==> src/rtl/bcp_scheduler.sv <==
// -----------------------------------------------------------------------------
// bcp_scheduler
//
// Sequences one Boolean-constraint-propagation pass for a single assigned
// variable. It fetches the half-open clause list [start,end) for the variable
// from the range table. It streams clause-evaluation requests to the evaluator
// with a bounded number in flight. It forwards unit implications to the imply
// stack and latches the first conflicting clause. It reports completion with
// a one-cycle done pulse.
//
// Ports
//   clock, reset          rising-edge clock, asynchronous active-high reset
//   start, var_in, val_in begin a pass for var_in = val_in (sampled in IDLE)
//   busy                  high whenever a pass is in progress
//   done, conflict,       one-cycle completion pulse with result; the clause
//   conflict_clause       is the first one reported as falsified
//   range_rd_en/_var      range table read request (data returns next cycle)
//   range_start/_end      clause list bounds, half-open
//   eval_valid/_ready     evaluation request handshake
//   eval_clause/_var/_val clause address plus the literal being propagated
//   res_valid/_ready      in-order evaluation results
//   res_unit/_conflict    result kind; res_var/_val is the implied literal
//   res_clause            clause the result belongs to
//   imply_push/_var/_val  push port toward the imply stack
//   imply_full            imply stack cannot accept a push
// -----------------------------------------------------------------------------
module bcp_scheduler #(
  parameter int NUM_VARIABLE    = 128,
  parameter int VARIABLE_INDEX  = 6,
  parameter int CLAUSE_INDEX    = 8,
  parameter int MAX_OUTSTANDING = 4
) (
  input  logic                      clock,
  input  logic                      reset,
  input  logic                      start,
  input  logic [VARIABLE_INDEX:0]   var_in,
  input  logic                      val_in,
  output logic                      busy,
  output logic                      done,
  output logic                      conflict,
  output logic [CLAUSE_INDEX:0]     conflict_clause,
  output logic                      range_rd_en,
  output logic [VARIABLE_INDEX:0]   range_rd_var,
  input  logic [CLAUSE_INDEX:0]     range_start,
  input  logic [CLAUSE_INDEX:0]     range_end,
  output logic                      eval_valid,
  input  logic                      eval_ready,
  output logic [CLAUSE_INDEX:0]     eval_clause,
  output logic [VARIABLE_INDEX:0]   eval_var,
  output logic                      eval_val,
  input  logic                      res_valid,
  output logic                      res_ready,
  input  logic                      res_unit,
  input  logic                      res_conflict,
  input  logic [VARIABLE_INDEX:0]   res_var,
  input  logic                      res_val,
  input  logic [CLAUSE_INDEX:0]     res_clause,
  output logic                      imply_push,
  output logic [VARIABLE_INDEX:0]   imply_var,
  output logic                      imply_val,
  input  logic                      imply_full
);

  localparam int VW = VARIABLE_INDEX + 1;
  localparam int CW = CLAUSE_INDEX + 1;

  // The in-flight counter is three bits wide, so the limit is kept in that width.
  localparam logic [2:0] MAX_OUT_C = 3'(MAX_OUTSTANDING);

  // A variable ID field too narrow for the variable count would alias variables;
  // such a configuration never leaves IDLE so the mistake surfaces at once.
  localparam bit VAR_RANGE_OK_C = (NUM_VARIABLE <= (1 << VW));

  typedef enum logic [2:0] {
    IDLE  = 3'd0,
    RANGE = 3'd1,
    LOAD  = 3'd2,
    ISSUE = 3'd3,
    DRAIN = 3'd4,
    DONE  = 3'd5
  } state_t;

  state_t          state_r;
  state_t          state_s;
  logic [VW-1:0]   var_r;
  logic            val_r;
  logic [CW-1:0]   ptr_r;
  logic [CW-1:0]   limit_r;
  logic [2:0]      outstanding_r;
  logic [2:0]      outstanding_next_s;
  logic            conflict_r;
  logic [CW-1:0]   conflict_clause_r;

  logic            eval_valid_s;
  logic            issue_hs_s;
  logic            res_accept_s;
  logic            imply_push_s;
  logic            start_accept_s;

  // Handshake and acceptance qualifiers shared by the FSM and the datapath.
  // Results with nothing in flight are stale (e.g. from before a reset) and
  // are dropped rather than counted.
  assign start_accept_s = start & VAR_RANGE_OK_C;
  assign res_accept_s   = res_valid & ~imply_full & (outstanding_r != 3'd0);
  assign eval_valid_s   = (state_r == ISSUE) & (ptr_r < limit_r) & ~conflict_r
                          & (outstanding_r < MAX_OUT_C);
  assign issue_hs_s     = eval_valid_s & eval_ready;
  assign imply_push_s   = res_accept_s & res_unit & ~conflict_r;

  // Next value of the in-flight counter; an issue and a retire in the same
  // cycle cancel out.
  always_comb begin
    outstanding_next_s = outstanding_r;
    if (issue_hs_s && !res_accept_s) begin
      outstanding_next_s = outstanding_r + 3'd1;
    end else if (!issue_hs_s && res_accept_s) begin
      outstanding_next_s = outstanding_r - 3'd1;
    end else begin
      outstanding_next_s = outstanding_r;
    end
  end

  // Next-state logic for the pass sequencer.
  always_comb begin
    state_s = state_r;
    case (state_r)
      IDLE: begin
        if (start_accept_s) begin
          state_s = RANGE;
        end else begin
          state_s = IDLE;
        end
      end
      RANGE: begin
        state_s = LOAD;
      end
      LOAD: begin
        if (range_start >= range_end) begin
          state_s = DONE;
        end else begin
          state_s = ISSUE;
        end
      end
      ISSUE: begin
        if ((ptr_r == limit_r) || conflict_r) begin
          state_s = DRAIN;
        end else begin
          state_s = ISSUE;
        end
      end
      DRAIN: begin
        // Finish on the very cycle the last in-flight result retires.
        if (outstanding_next_s == 3'd0) begin
          state_s = DONE;
        end else begin
          state_s = DRAIN;
        end
      end
      DONE: begin
        state_s = IDLE;
      end
      default: begin
        state_s = IDLE;
      end
    endcase
  end

  // State register.
  always_ff @(posedge clock or posedge reset) begin
    if (reset) begin
      state_r <= IDLE;
    end else begin
      state_r <= state_s;
    end
  end

  // Latched literal; captured only when a pass is accepted in IDLE.
  always_ff @(posedge clock or posedge reset) begin
    if (reset) begin
      var_r <= {VW{1'b0}};
      val_r <= 1'b0;
    end else if (state_r == IDLE && start_accept_s) begin
      var_r <= var_in;
      val_r <= val_in;
    end
  end

  // Clause pointer and limit. The pointer only advances on a handshake, which
  // requires pointer < limit, so it stops at limit and cannot wrap even when
  // limit is the all-ones address.
  always_ff @(posedge clock or posedge reset) begin
    if (reset) begin
      ptr_r   <= {CW{1'b0}};
      limit_r <= {CW{1'b0}};
    end else if (state_r == LOAD) begin
      ptr_r   <= range_start;
      limit_r <= range_end;
    end else if (issue_hs_s) begin
      ptr_r   <= ptr_r + {{(CW-1){1'b0}}, 1'b1};
    end
  end

  // In-flight evaluation counter.
  always_ff @(posedge clock or posedge reset) begin
    if (reset) begin
      outstanding_r <= 3'd0;
    end else begin
      outstanding_r <= outstanding_next_s;
    end
  end

  // Conflict latch: first falsified clause wins, cleared when a new pass starts.
  always_ff @(posedge clock or posedge reset) begin
    if (reset) begin
      conflict_r        <= 1'b0;
      conflict_clause_r <= {CW{1'b0}};
    end else if (state_r == IDLE && start_accept_s) begin
      conflict_r        <= 1'b0;
      conflict_clause_r <= {CW{1'b0}};
    end else if (res_accept_s && res_conflict && !conflict_r) begin
      conflict_r        <= 1'b1;
      conflict_clause_r <= res_clause;
    end
  end

  // Output decode. Everything except the result back-pressure and the push
  // port is a function of registered state. The push data is zeroed when no
  // push is taking place so idle outputs stay quiet.
  assign busy            = (state_r != IDLE);
  assign done            = (state_r == DONE);
  assign conflict        = (state_r == DONE) & conflict_r;
  assign conflict_clause = ((state_r == DONE) && conflict_r) ? conflict_clause_r
                                                              : {CW{1'b0}};
  assign range_rd_en     = (state_r == RANGE);
  assign range_rd_var    = var_r;
  assign eval_valid      = eval_valid_s;
  assign eval_clause     = ptr_r;
  assign eval_var        = var_r;
  assign eval_val        = val_r;
  assign res_ready       = ~imply_full;
  assign imply_push      = imply_push_s;
  assign imply_var       = imply_push_s ? res_var : {VW{1'b0}};
  assign imply_val       = imply_push_s & res_val;

endmodule

==> config.mk <==
export PLATFORM = sky130hd
export DESIGN_NAME = bcp_scheduler
export DESIGN_NICKNAME = d
export VERILOG_FILES = /design/src/rtl/bcp_scheduler.sv
export SDC_FILE = /design/constraint.sdc
export NUM_CORES = 1
export LEC_CHECK = 0
export ABC_CLOCK_PERIOD_IN_PS = 2050
export BUFFER_PORTS_ARGS = -buffer_cell sky130_fd_sc_hd__buf_4
export CAP_MARGIN = 5
export CORE_UTILIZATION = 45
export CTS_CLUSTER_SIZE = 16
export DETAILED_ROUTE_END_ITERATION = 8
export PLACE_DENSITY = 0.77
export SLEW_MARGIN = 10
export SYNTH_ARGS = -nofsm -noshare
export SYNTH_HDL_FRONTEND = slang
export SYNTH_SLANG_ARGS = --single-unit
==> constraint.sdc <==
create_clock -name clock -period 2.05 [get_ports clock]
set_input_delay 0.5125 -clock clock [delete_from_list [all_inputs] [get_ports clock]]
set_output_delay 0.5125 -clock clock [all_outputs]
set_load 0.01 [all_outputs]
==> results of run 1 <==
## routing by layer
metal | wire (µm) | vias up
met5 | 0 | -
met4 | 159 | 0
met3 | 400 | 14
met2 | 3830 | 99
met1 | 3360 | 1308
li1 | - | 1311
## kinds of logic (layout without fill, tap and decap cells)
group | after synthesis | after routing | share of synthesized area, %
buffers and inverters | 46 | 186 | 8.32
AND/OR/NAND/NOR | 119 | 119 | 23.7
adder cells (fa/ha/maj) | 22 | 22 | 10.5
multiplexers | 8 | 8 | 3.42
flip-flops | 42 | 42 | 39.9
AO/OA/AOI/OAI | 54 | 55 | 13.2
XOR/XNOR | 3 | 3 | 0.998
## power breakdown
group	switching, mW	total (mW)	internal [mW]
clock network	0.288	0.628	0.340
registers	0.268	1.50	1.23
logic	1.72	3.55	1.83
## metrics by stage
step	power, mW	worst slack (ns)	hold WS (ns)	setup TNS, ns	util (%)
4_1_cts	5.18	-0.420	0.248	-3.86	69.2
3_5_place_dp	4.26	-0.0922	0.468	-0.683	64.1
5_1_grt	6.10	-0.481	0.262	-8.54	74.9
3_3_place_gp	4.16	-0.0257	0.459	-0.0929	64.1
6_report	5.68	-0.400	0.238	-6.69	74.9
2_1_floorplan	3.22	-0.104	0.448	-0.896	-
## registers in the layout (all words and copies together) (netlist names)
name and cells:
conflict_clause_r 9, limit_r 9, eval_var 7, outstanding_r 3, eval_val 1, conflict_r 1, eval_clause 9, state_r 3
## worst min-delay path by stage
stage | endpoint | slack, ns | cells past startpoint
after CTS | limit_r[0] | 0.25 | 2
final | limit_r[0] | 0.24 | 2
after global placement | conflict_clause_r[4] | 0.46 | 2
after detailed placement | conflict_clause_r[4] | 0.47 | 2
after global routing | limit_r[0] | 0.26 | 2
after floorplan | conflict_clause_r[0] | 0.45 | 2
## critical path: cells and delay by family, from the launching register on
family | cells | cell delay (ns)
DFF | 1 | 0.37
adders and majority gates | 2 | 0.30
buffers and inverters | 3 | 0.28
and+or+nand+nor | 3 | 0.70
## cells in the mapped netlist, types with 2 or more instances
| cell type | instances | area (µm²) |
|---|---|---|
| nand2_1 | 49 | 184 |
| dfrtp_1 | 42 | 1050 |
| inv_1 | 26 | 97.6 |
| ha_1 | 22 | 275 |
| and3_1 | 21 | 131 |
| nor2_1 | 12 | 45.0 |
| o21ai_0 | 11 | 55.1 |
| a21oi_1 | 10 | 50.1 |
| o21ai_1 | 10 | 50.1 |
| buf_4 | 9 | 67.6 |
| mux2_2 | 8 | 90.1 |
| nand3_1 | 8 | 40.0 |
| o211ai_1 | 7 | 52.6 |
| clkbuf_1 | 6 | 22.5 |
| nand4_1 | 4 | 25.0 |
| nand4b_1 | 4 | 35.0 |
| nor3_1 | 4 | 20.0 |
| nor3b_1 | 4 | 30.0 |
| a41o_1 | 3 | 30.0 |
| buf_2 | 3 | 15.0 |
| xnor2_1 | 3 | 26.3 |
| a211oi_1 | 2 | 15.0 |
| a22oi_1 | 2 | 15.0 |
| and2_1 | 2 | 12.5 |
| nand2b_1 | 2 | 12.5 |
## timing repair
action | CTS | global route
setup buffers | 10 | 17
cloned | 0 | 4
resized for setup | 22 | 40
setup endpoints to repair | 19 | 41
pin swaps | 11 | 23
## cell type report
| type | instances | area, µm² | share of cell area (%) |
|---|---|---|---|
| timing repair buffer | 152 | 1250 | 29.9 |
| sequential | 42 | 1050 | 25.2 |
| clock buffer | 8 | 110 | 2.64 |
| inverter | 26 | 100 | 2.40 |
| tap | 72 | 90.1 | 2.16 |
| multi-input combinational | 207 | 1570 | 37.7 |
==> qor.json, run 1 <==
{
  "synth_warnings": {"value": 0},
  "groute.layer.met3.usage": {"value": 4.30, "unit": "%"},
  "placement_rows": {"value": 27},
  "die-area": {"value": 0.00616, "unit": "mm²"},
  "worst_skew_pair.late_latency": {"value": 0.30, "unit": "ns"},
  "setup.worst_path.class": {"value": "reg -> out"},
  "synth-edff-count": {"value": 0},
  "total_clock_buffers_created_by_cts": {"value": 5},
  "setup_viol_count_final": {"value": 28},
  "die_h": {"value": 78.5, "unit": "µm"},
  "critical-path-max-stage-delay": {"value": 0.38, "unit": "ns"},
  "pin_count_of_the_biggest_net_entering_global_routing": {"value": 33},
  "h-tree-depth": {"value": 2},
  "postLayoutCellArea": {"value": 0.00418, "unit": "mm²"},
  "critical_path_peak_fanout": {"value": 4},
  "tritoncts_num_sinks": {"value": 42},
  "setup_repair_after_global_routing_missed_its_margin": {"value": "true"},
  "antennaDiodeCount": {"value": 0},
  "hpwl_dp": {"value": 5060, "unit": "µm"},
  "globalRoute.busiestLayer": {"value": "met2"},
  "syn2layout_area_growth": {"value": 58.7, "unit": "%"},
  "timing.critical_path.cells": {"value": "inv_2, ha_4, ha_4, or3b_4, nor2_4, buf_6, and3_4, buf_6"},
  "timing.max_cap.violations": {"value": 0},
  "postSynth.asyncResetShare": {"value": 100, "unit": "%"},
  "start_kind": {"value": "register"},
  "synth.cell_area": {"value": 0.00263, "unit": "mm²"},
  "port_buffers": {"value": 98},
  "drt-initial-drc-count": {"value": 163},
  "report.final.hold_viol_count": {"value": 0},
  "placed_inst_area": {"value": 0.00357, "unit": "mm²"},
  "syn_inst": {"value": 294},
  "critical_path_endpoint_category": {"value": "output pin"},
  "period_needed": {"value": 2.45, "unit": "ns"},
  "layout_skew": {"value": 0.00952, "unit": "ns"},
  "ir_drop": {"value": 0.738, "unit": "mV"},
  "timing.critical_path.to": {"value": "imply_var[0]"},
  "overflow": {"value": 0},
  "postSynthNetCount": {"value": 367},
  "drt_pass1_iterations": {"value": 6},
  "worst-r2r-setup-slack": {"value": -0.27, "unit": "ns"},
  "power.density_cell_area": {"value": 1360, "unit": "mW/mm²"},
  "num-fill-cells": {"value": 372},
  "worstHoldPathType": {"value": "in -> async"},
  "routed_via_density": {"value": 5.39},
  "grt_antenna_before_repair": {"value": 0},
  "worst-r2r-cell-count": {"value": 9},
  "timing.critical_path.slowest_stage_cell": {"value": "or3b_4"},
  "wire_length_of_the_first_global_routing_pass": {"value": 10700, "unit": "µm"},
  "slew_viol_final": {"value": 0},
  "rr_startpoint": {"value": "eval_clause[8]"},
  "tritoncts": {"value": "built"},
  "failed_checks": {"value": "setup timing"},
  "finalNetCount": {"value": 507},
  "yosysSeqAreaShare": {"value": 39.9, "unit": "%"},
  "ctsRootBufferMaster": {"value": "clkbuf_8"},
  "wl_final": {"value": 7740, "unit": "µm"},
  "met1_usage": {"value": 29.8, "unit": "%"},
  "synth_cell_types": {"value": 45},
  "num_vias": {"value": 2732},
  "worst_setup_path_startpoint": {"value": "outstanding_r[0]"},
  "ios": {"value": 99},
  "dominantRegCellSynth": {"value": "dfrtp_1"},
  "finalNonFillerCells": {"value": 507},
  "slew-limit-headroom": {"value": 66.5, "unit": "%"},
  "run_status": {"value": "complete, but fails checks"},
  "worst_r2r_endpoint": {"value": "eval_clause[6]"},
  "endpoint_arrival_time_on_the_critical_path": {"value": 1.94, "unit": "ns"},
  "cts.reportedPaths.clkPinSlew": {"value": 0.08, "unit": "ns"},
  "ant_nets": {"value": 0},
  "tightestPinTransition": {"value": 0.501, "unit": "ns"},
  "layout-drive-gt1-share": {"value": 48.5, "unit": "%"},
  "cts_hold_repair.buffers": {"value": 0},
  "drcViolationCount": {"value": 0},
  "ctsLongestPathBuffers": {"value": 2},
  "syn-mean-instance-area": {"value": 8.95, "unit": "µm²"},
  "timing.final.ws_setup": {"value": -0.400, "unit": "ns"},
  "die_w": {"value": 78.5, "unit": "µm"},
  "place_inst": {"value": 470},
  "synth-seq-cells": {"value": 42},
  "groute.usage.overall": {"value": 22.4, "unit": "%"},
  "gr-usage-met2": {"value": 36.3, "unit": "%"},
  "min_period_over_period": {"value": 120, "unit": "%"},
  "core_area": {"value": 0.00557, "unit": "mm²"},
  "leakage_power": {"value": 2.11, "unit": "nW"},
  "final_cell_mix": {"value": "buf_4 (130), nand2_1 (48), dfrtp_1 (40)"},
  "routed_wire_length_per_instance": {"value": 15.3, "unit": "µm"},
  "timing.fmax": {"value": 408, "unit": "MHz"},
  "start_util": {"value": 47.2, "unit": "%"},
  "layout.cells.most_common": {"value": "buf_4"},
  "critPathRequiredTime": {"value": 1.54, "unit": "ns"},
  "finalWeightedCongestion": {"value": 0.825},
  "first_global_vias": {"value": 2331}
}
(Power assumes the default switching activity.)
==> inputs of run 2 (changes only) <==
Settings changed: MAX_ROUTING_LAYER from default to met4.
==> run 2 against run 1 <==
Effect of this change: the flow still finishes with violations (setup timing); critical path type unchanged; combinational power barely moved; largest power group unchanged; routed wire length barely moved; non-clock buffer count did not move.
==> qor.json, run 2 (synthesis gave the netlist of run 1 again) <==
{
  "endpoint_arrival_time_on_the_critical_path": {"value": 1.94, "unit": "ns", "change": "about the same"},
  "tritoncts": {"value": "built"},
  "timing.critical_path.cells": {"value": "inv_2, ha_4, ha_4, or3b_4, nor2_4, buf_6, and3_4, buf_6"},
  "groute.layer.met3.usage": {"value": 4.30, "unit": "%", "change": "unchanged"},
  "critPathRequiredTime": {"value": 1.54, "unit": "ns", "change": "about the same"},
  "ios": {"value": 99, "change": "unchanged"},
  "worst_skew_pair.late_latency": {"value": 0.30, "unit": "ns", "change": "about the same"},
  "setup_repair_after_global_routing_missed_its_margin": {"value": "true"},
  "met1_usage": {"value": 29.8, "unit": "%", "change": "+0.074 points"},
  "gr-usage-met2": {"value": 36.3, "unit": "%", "change": "unchanged"},
  "leakage_power": {"value": 2.11, "unit": "nW", "change": "unchanged"},
  "timing.fmax": {"value": 408, "unit": "MHz", "change": "about the same"},
  "start_util": {"value": 47.2, "unit": "%", "change": "unchanged"},
  "layout.cells.most_common": {"value": "buf_4"},
  "num-fill-cells": {"value": 372, "change": "unchanged"},
  "drt_pass1_iterations": {"value": 4, "change": "-2"},
  "syn2layout_area_growth": {"value": 58.7, "unit": "%", "change": "unchanged"},
  "finalPower": {"value": 5.67, "unit": "mW", "change": "about the same"},
  "period_needed": {"value": 2.45, "unit": "ns", "change": "-0.00124 ns"},
  "wl_final": {"value": 7740, "unit": "µm", "change": "about the same"},
  "timing.max_cap.violations": {"value": 0, "change": "unchanged"},
  "routed_via_density": {"value": 5.34, "change": "-0.88%"},
  "antennaDiodeCount": {"value": 0, "change": "unchanged"},
  "drt-initial-drc-count": {"value": 196, "change": "+20%"},
  "layout_skew": {"value": 0.00924, "unit": "ns", "change": "-0.000280 ns"},
  "wire_length_of_the_first_global_routing_pass": {"value": 10700, "unit": "µm", "change": "about the same"},
  "tightestPinTransition": {"value": 0.499, "unit": "ns", "change": "-0.00238 ns"},
  "layout.core_utilization": {"value": 74.9, "unit": "%", "change": "unchanged"},
  "postLayoutCellArea": {"value": 0.00418, "unit": "mm²", "change": "unchanged"},
  "placed_inst_area": {"value": 0.00357, "unit": "mm²", "change": "unchanged"},
  "die_h": {"value": 78.5, "unit": "µm", "change": "unchanged"},
  "critical_path_peak_fanout": {"value": 4, "change": "unchanged"},
  "ir_drop": {"value": 0.736, "unit": "mV", "change": "-0.33%"},
  "die_w": {"value": 78.5, "unit": "µm", "change": "unchanged"},
  "overflow": {"value": 0, "change": "unchanged"},
  "h-tree-depth": {"value": 2, "change": "unchanged"},
  "ant_nets": {"value": 0, "change": "unchanged"},
  "timing.final.ws_setup": {"value": -0.399, "unit": "ns", "change": "+0.00124 ns"},
  "pin_count_of_the_biggest_net_entering_global_routing": {"value": 33, "change": "unchanged"},
  "register_area": {"value": 0.00105, "unit": "mm²", "change": "unchanged"},
  "final_cell_mix": {"value": "buf_4 (130), nand2_1 (48), dfrtp_1 (40)"},
  "critical_path_endpoint_category": {"value": "output pin"},
  "groute.usage.overall": {"value": 23.0, "unit": "%", "change": "+0.58 points"},
  "power.density_cell_area": {"value": 1360, "unit": "mW/mm²", "change": "about the same"},
  "layout-drive-gt1-share": {"value": 48.5, "unit": "%", "change": "unchanged"},
  "ctsRootBufferMaster": {"value": "clkbuf_8"},
  "finalNonFillerCells": {"value": 507, "change": "unchanged"},
  "slew-limit-headroom": {"value": 66.7, "unit": "%", "change": "+0.16 points"},
  "report.final.hold_viol_count": {"value": 0, "change": "unchanged"},
  "largest_delay_share_family_worst_path": {"value": "simple AND/OR/NAND/NOR gates"},
  "failed_checks": {"value": "setup timing"},
  "multi_input_area": {"value": 0.00157, "unit": "mm²", "change": "unchanged"},
  "tritoncts_num_sinks": {"value": 42, "change": "unchanged"},
  "ctsLongestPathBuffers": {"value": 2, "change": "unchanged"},
  "cts_hold_repair.buffers": {"value": 0, "change": "unchanged"},
  "slew_viol_final": {"value": 0, "change": "unchanged"},
  "globalRoute.busiestLayer": {"value": "met2"},
  "routed_wire_length_per_instance": {"value": 15.3, "unit": "µm", "change": "about the same"},
  "min_period_over_period": {"value": 119, "unit": "%", "change": "about the same"},
  "first_global_vias": {"value": 2330, "change": "-0.043%"},
  "finalWeightedCongestion": {"value": 0.837, "change": "+1.5%"},
  "num_vias": {"value": 2708, "change": "-0.88%"},
  "run_status": {"value": "complete, but fails checks"},
  "cts.reportedPaths.clkPinSlew": {"value": 0.08, "unit": "ns", "change": "about the same"},
  "setup.worst_path.class": {"value": "reg -> out"},
  "placement_rows": {"value": 27, "change": "unchanged"},
  "setup_total_negative_slack": {"value": -6.71, "unit": "ns", "change": "-0.0191 ns"},
  "port_buffers": {"value": 98, "change": "unchanged"},
  "drcViolationCount": {"value": 0, "change": "unchanged"},
  "finalNetCount": {"value": 507, "change": "unchanged"},
  "place_inst": {"value": 470, "change": "unchanged"},
  "start_kind": {"value": "register"},
  "critical-path-max-stage-delay": {"value": 0.38, "unit": "ns", "change": "about the same"},
  "cp.buffers_inverters": {"value": 3, "change": "unchanged"},
  "core_area": {"value": 0.00557, "unit": "mm²", "change": "unchanged"},
  "setup_viol_count_final": {"value": 28, "change": "unchanged"},
  "grt_antenna_before_repair": {"value": 0, "change": "unchanged"},
  "worstHoldPathType": {"value": "in -> async"},
  "hpwl_dp": {"value": 5060, "unit": "µm", "change": "unchanged"},
  "timing.critical_path.slowest_stage_cell": {"value": "or3b_4"},
  "total_clock_buffers_created_by_cts": {"value": 5, "change": "unchanged"},
  "die-area": {"value": 0.00616, "unit": "mm²", "change": "unchanged"}
}
-- run 2: what timing repair did --
item	CTS	global route
endpoints found under the setup margin	19	41
cloned	0	4
pin swaps	11	23
setup buffers	10	17
hold endpoints to repair	0	0
resized for setup	22	40
-- run 2: final cells by class --
cell class / count / share of cell area, %
clock buffers: 8 / 2.64
flip-flops and latches: 42 / 25.2
repair buffers: 152 / 29.9
well taps: 72 / 2.16
multi-input cells: 207 / 37.7
inverters: 26 / 2.40
-- run 2: power breakdown --
group / total (mW) / switching (mW) / internal (mW)
combinational: 3.55 / 1.72 / 1.83
clock: 0.623 / 0.283 / 0.340
sequential: 1.50 / 0.266 / 1.23
-- run 2: worst paths after layout --
kind                                       from  slack, ns                   end  depth (start not counted)
hold reg to reg            conflict_clause_r[0]       0.48  conflict_clause_r[0]                          2
hold / removal                            reset       0.24            limit_r[0]                          2
min in group clock                 range_end[0]       0.41            limit_r[0]                          3
setup reg to reg                 eval_clause[8]      -0.28        eval_clause[6]                          9
setup / recovery               outstanding_r[0]      -0.40          imply_var[0]                          8
max in group asynchronous                 reset       1.26            state_r[2]                          3
-- run 2: per-layer routing --
layer	up-vias	part of all wire (%)
met5	-	0
met4	0	2.1
met2	111	50
met1	1272	42
met3	17	6.6
li1	1308	-
-- run 2: metrics by stage --
| stage | setup slack [ns] | hold WS (ns) |
|---|---|---|
| after CTS | -0.420 | 0.248 |
| after global placement | -0.0257 | 0.459 |
| after floorplan | -0.104 | 0.448 |
| final | -0.399 | 0.237 |
| after detailed placement | -0.0922 | 0.468 |
| after global routing | -0.479 | 0.264 |
